`config.mk`:
```
export PLATFORM = sky130hd
export DESIGN_NAME = tap_header_parser
export DESIGN_NICKNAME = d
export VERILOG_FILES = /design/src/rtl/tap_header_parser.sv
export SDC_FILE = /design/constraint.sdc
export NUM_CORES = 1
export LEC_CHECK = 0
export ABC_CLOCK_PERIOD_IN_PS = 2500
export BUFFER_PORTS_ARGS = -buffer_cell sky130_fd_sc_hd__buf_2
export CORE_AREA = 4 4 124 126
export DETAILED_ROUTE_END_ITERATION = 16
export DIE_AREA = 0 0 128 130
export GPL_TIMING_DRIVEN = 0
export PLACE_DENSITY = 0.62
export SLEW_MARGIN = 20
export SYNTH_ARGS = -nofsm -noshare
export SYNTH_HDL_FRONTEND = slang
export SYNTH_SLANG_ARGS = --single-unit
```
`constraint.sdc`:
```
create_clock -name clk_i -period 2.5 [get_ports clk_i]
set_input_delay 0.375 -clock clk_i [delete_from_list [all_inputs] [get_ports clk_i]]
set_output_delay 0.375 -clock clk_i [all_outputs]
set_load 0.05 [all_outputs]
```
`src/rtl/tap_header_parser.sv`:
```
// tap_header_parser: validates the 20-byte C64 TAP header, latches version/length, forwards payload
//
// Ports
//    clk_i             clk_1_mhz stage clock
//    reset_ni          asynchronous active-low reset
//    restart_i         synchronous restart to header parse
//    data_valid_i      byte available from byteslicer
//    data_in_i [7:0]   byte from byteslicer
//    ack_o             byte taken from byteslicer (combinational)
//    data_valid_out_o  payload byte available to sample_assembler
//    byte_out_o [7:0]  payload byte
//    read_i            sample_assembler took byte_out_o
//    version_o [7:0]   latched header byte 12
//    data_len_o [31:0] latched header bytes 16..19, little-endian
//    hdr_ok_o          header accepted (PAYLOAD and DONE)
//    hdr_error_o       signature or version bad, sticky until restart/reset
//    tape_end_o        all payload bytes handed downstream
module tap_header_parser #(
   parameter bit         CHECK_SIG   = 1'b1,
   parameter logic [7:0] MAX_VERSION = 8'd2
) (
   input  logic        clk_i,
   input  logic        reset_ni,
   input  logic        restart_i,
   input  logic        data_valid_i,
   input  logic [7:0]  data_in_i,
   output logic        ack_o,
   output logic        data_valid_out_o,
   output logic [7:0]  byte_out_o,
   input  logic        read_i,
   output logic [7:0]  version_o,
   output logic [31:0] data_len_o,
   output logic        hdr_ok_o,
   output logic        hdr_error_o,
   output logic        tape_end_o
);
   typedef enum logic [1:0] {HDR, PAYLOAD, DONE, ERROR} state_e;
   // "C64-TAPE-RAW", padded to 16 entries so any 4-bit index is in range
   localparam logic [7:0] SIG [16] = '{8'h43, 8'h36, 8'h34, 8'h2d, 8'h54, 8'h41, 8'h50, 8'h45,
                                       8'h2d, 8'h52, 8'h41, 8'h57, 8'h00, 8'h00, 8'h00, 8'h00};
   state_e      state_q, state_d;
   logic [4:0]  hdr_cnt_q, hdr_cnt_d;
   logic        sig_bad_q, sig_bad_d;
   logic [7:0]  version_q, version_d;
   logic [31:0] data_len_q, data_len_d;
   logic [31:0] remaining_q, remaining_d;
   logic        buf_full_q, buf_full_d;
   logic [7:0]  buf_q, buf_d;
   logic        in_xfer, out_xfer;
   logic [31:0] len_full;
   assign ack_o = reset_ni & ~restart_i &
                  ((state_q == HDR) |
                   ((state_q == PAYLOAD) & (~buf_full_q | read_i) & (remaining_q != 32'd0)));
   assign in_xfer  = data_valid_i & ack_o;
   assign out_xfer = buf_full_q & read_i;
   // length including the byte being accepted as header byte 19
   assign len_full = {data_in_i, data_len_q[23:0]};
   always_comb begin
      state_d     = state_q;
      hdr_cnt_d   = hdr_cnt_q;
      sig_bad_d   = sig_bad_q;
      version_d   = version_q;
      data_len_d  = data_len_q;
      remaining_d = remaining_q;
      buf_full_d  = buf_full_q;
      buf_d       = buf_q;
      if (restart_i) begin
         state_d     = HDR;
         hdr_cnt_d   = 5'd0;
         sig_bad_d   = 1'b0;
         remaining_d = 32'd0;
         buf_full_d  = 1'b0;
         buf_d       = 8'h00;
      end else begin
         case (state_q)
            HDR: if (in_xfer) begin
               hdr_cnt_d = hdr_cnt_q + 5'd1;
               if (CHECK_SIG && hdr_cnt_q < 5'd12 && data_in_i != SIG[hdr_cnt_q[3:0]])
                  sig_bad_d = 1'b1;
               if (hdr_cnt_q == 5'd12)
                  version_d = data_in_i;
               if (hdr_cnt_q >= 5'd16)
                  data_len_d[{hdr_cnt_q[1:0], 3'b000} +: 8] = data_in_i;
               if (hdr_cnt_q == 5'd19) begin
                  hdr_cnt_d = 5'd0;
                  if (sig_bad_q || version_q > MAX_VERSION) begin
                     state_d = ERROR;
                  end else begin
                     remaining_d = len_full;
                     state_d     = (len_full == 32'd0) ? DONE : PAYLOAD;
                  end
               end
            end
            PAYLOAD: begin
               // an accept overwrites the buffer; when it coincides with a read there is no bubble
               if (in_xfer) begin
                  buf_d       = data_in_i;
                  buf_full_d  = 1'b1;
                  remaining_d = remaining_q - 32'd1;
               end else if (out_xfer) begin
                  buf_full_d = 1'b0;
               end
               if (remaining_q == 32'd0 && !buf_full_q)
                  state_d = DONE;
            end
            default: ;
         endcase
      end
   end
   always_ff @(posedge clk_i or negedge reset_ni) begin
      if (!reset_ni) begin
         state_q     <= HDR;
         hdr_cnt_q   <= 5'd0;
         sig_bad_q   <= 1'b0;
         version_q   <= 8'h00;
         data_len_q  <= 32'd0;
         remaining_q <= 32'd0;
         buf_full_q  <= 1'b0;
         buf_q       <= 8'h00;
      end else begin
         state_q     <= state_d;
         hdr_cnt_q   <= hdr_cnt_d;
         sig_bad_q   <= sig_bad_d;
         version_q   <= version_d;
         data_len_q  <= data_len_d;
         remaining_q <= remaining_d;
         buf_full_q  <= buf_full_d;
         buf_q       <= buf_d;
      end
   end
   assign data_valid_out_o = buf_full_q;
   assign byte_out_o       = buf_q;
   assign version_o        = version_q;
   assign data_len_o       = data_len_q;
   assign hdr_ok_o         = (state_q == PAYLOAD) | (state_q == DONE);
   assign hdr_error_o      = (state_q == ERROR);
   assign tape_end_o       = (state_q == DONE);
endmodule

```
==> results.tsv <==
metric	value	unit
synth_cell_types	59	
maxCapViolCount	0	
timing.rr.start	remaining_q[1]	
clk_path_buf_depth	2	
skew	4.32	ps
htreeDepth	3	
final_cell_mix	dfrtp_1 (89), nand2_1 (79), o21ai_0 (60), buf_2 (56), nor2_1 (45)	
die_y	130	µm
grt_remaining_overflow	0	
synth.area.top_cells	dfrtp_1 (45%), o21ai_0 (9.8%), nand2_1 (6.0%)	
grt_pass1_vias	4661	
final_cells	845	
start_kind	flip-flop	
dr_total_vias	4839	
crit_type	flip-flop to output pin	
ant_nets	0	
synth_flop_cell	dfrtp_1	
antenna_found_initial	0	
finalSetupViolations	41	
drc	0	
timing.final.crit_share	108	%
rr_worst_depth	13	
synthCells	572	
area_growth	27.9	%
seq_area_frac_synth	45.0	%
via_per_inst	5.73	
core-area	14300	µm²
cts_buffers	9	
cp_max_fo	4	
startpoint	remaining_q[1]	
cpMaxStageDelayCell	or4b_4	
yosysTopAreaCell	dfrtp_1	
start_util	34.6	%
cts_tree	done	
drt-pass1-iter-count	5	
min_period	2710	ps
grt_max_degree	66	
root_buffer	clkbuf_16	
cp-end-kind	output pin	
cpPeakStageDelay	490	ps
outcome	finished, violations left	
yosysWarnings	0	
worstMarginPinSlew	800	ps
place_hpwl	10.7	mm
rsz0062_at_grt	true	
r2r-end	remaining_q[3]	
setup_ws	-207	ps
arrival	2330	ps
wirelength	16.0	mm
ir_drop	0.000310	V
drv_slew	0	
grt_pass1_wl	24.9	mm
drive_gt1_share	24.8	%
io_pins	66	
p_leak	2.88	nW
clock-sinks	89	
wire_per_inst	18.9	µm
place_congestion	0.866	
rows	44	
portBuffers	58	
yosysTopAreaCellShare	45.0	%
syn_area	4950	µm²
fmax	369	MHz
die-area	16600	µm²
slew_headroom	46.3	%
n_antenna_cell	0	
synth-seq-cells	89	
syn-num-nets	597	
async_flop_share	100	%
p_per_area	506	nW/µm²
crit_path_cell_trace	inv_2 -> ha_4 -> or4b_4 -> nor4b_4 -> buf_4 -> a31oi_4 -> nor2_2 -> nor3b_2 -> buf_6	
hold_path.class	input pin to async pin	
dp.cells	815	
nNetsFinal	682	
mostFrequentLayoutCell	dfrtp_1	
critPathRequiredTime	2120	ps
fin_setup_tns	-6050	ps
die_w	128	µm
synth_edf_count	0	
clk_pin_slew	60	ps
grt_usage	18.9	%
final-hold-violation-count	7	
reg2reg_slack	-190	ps
pre_cts_ws	-587	ps
failed_checks	hold timing, setup timing	
hold-worst-slack	-2.75	ps
syn_avg_cell_area	8.65	µm²
drt_iter0_drc	278	
worstSkewPairLatency	340	ps
[metrics by stage]
stage                     cell area, µm²  power, mW  util [%]
final                               6330       3.20      44.2
after CTS                           6050       3.17      42.2
after global routing                6330       3.31      44.2
after detailed placement            5540       1.77      38.7
after floorplan                     4990       1.66         -
after global placement              5510       1.76      38.5
[Yosys cell counts (4+ instances only)]
cell type	n
nor3b_1	5
nor4_1	13
ha_1	12
a22oi_1	9
nor3_1	18
mux2i_1	15
nand2_1	79
nor2b_1	4
xnor2_1	4
clkbuf_1	29
or3_1	4
nand4_1	5
a31oi_1	8
inv_1	16
mux2_2	8
a32oi_1	4
dfrtp_1	89
and3_1	9
nor2_1	47
a21oi_1	36
o21ai_0	97
[cell families after synthesis]
family	after synthesis	share of synthesized area, %
buffers and inverters	56	4.76
xor gates and xnor gates	7	1.24
muxes	23	4.86
and+or+nand+nor	204	20.1
DFF	89	45.0
AOI/OAI and AO/OA	181	21.0
adders and majority gates	12	3.04
[critical path: cells and delay by family (launching register included)]
kind	cells	cell delay [ps]
buffers and inverters	3	440
and+or+nand+nor	4	900
DFF	1	400
adders and majority gates	1	140
AOI/OAI and AO/OA	1	100
[metal layers]
layer	vias up	part of all wire, %	track usage (%)	wire length (µm)
li1	2226	-	-	-
met1	2384	41	23.9	6520
met2	186	50	31.8	8010
met3	43	5.7	2.91	910
met4	0	3.4	8.74	537
met5	-	0	0	0
[power by group]
| part | leakage [nW] | internal (mW) | total, mW | switching (mW) |
|---|---|---|---|---|
| combinational | 1.51 | 0.132 | 0.356 | 0.224 |
| clock | 0.142 | 0.825 | 1.38 | 0.551 |
| sequential | 1.23 | 1.46 | 1.47 | 0.0129 |
| total | 2.88 | 2.41 | 3.20 | 0.788 |
[timing repair]
action | in CTS | in global routing
gates resized for setup | 24 | 68
hold endpoints to repair | 27 | 0
setup endpoints to repair | 78 | 70
buffers inserted | 11 | 4
hold buffers | 2 | 0
pin swaps | 7 | 24
gates cloned | 1 | 3
[how the worst max path moves through the flow]
stage,endpoint,slack [ps],depth (start not counted)
after global routing,ack_o,-300,9
final,ack_o,-210,9
after CTS,ack_o,-270,9
after detailed placement,version_o[7],-590,6
after global placement,version_o[5],-1560,5
after floorplan,remaining_q[20],-60,10
[layout make-up]
| cell class | instances | area, µm² |
|---|---|---|
| fill | 1392 | 7990 |
| multi-input combinational | 427 | 2740 |
| sequential | 89 | 2230 |
| timing repair buffer | 80 | 586 |
| clock buffer | 13 | 260 |
| tap | 184 | 230 |
| buffer | 33 | 178 |
| inverter | 17 | 71.3 |
| clock inverter | 2 | 37.5 |
[registers in the layout, indices dropped and copies added (netlist names)]
| register | count |
|---|---|
| version_o | 8 |
| data_len_o | 32 |
| remaining_q | 32 |
| hdr_cnt_q | 5 |
| data_valid_out_o | 1 |
| byte_out_o | 8 |
| state_q | 2 |
| sig_bad_q | 1 |
Power figures use the tool's default switching activity.
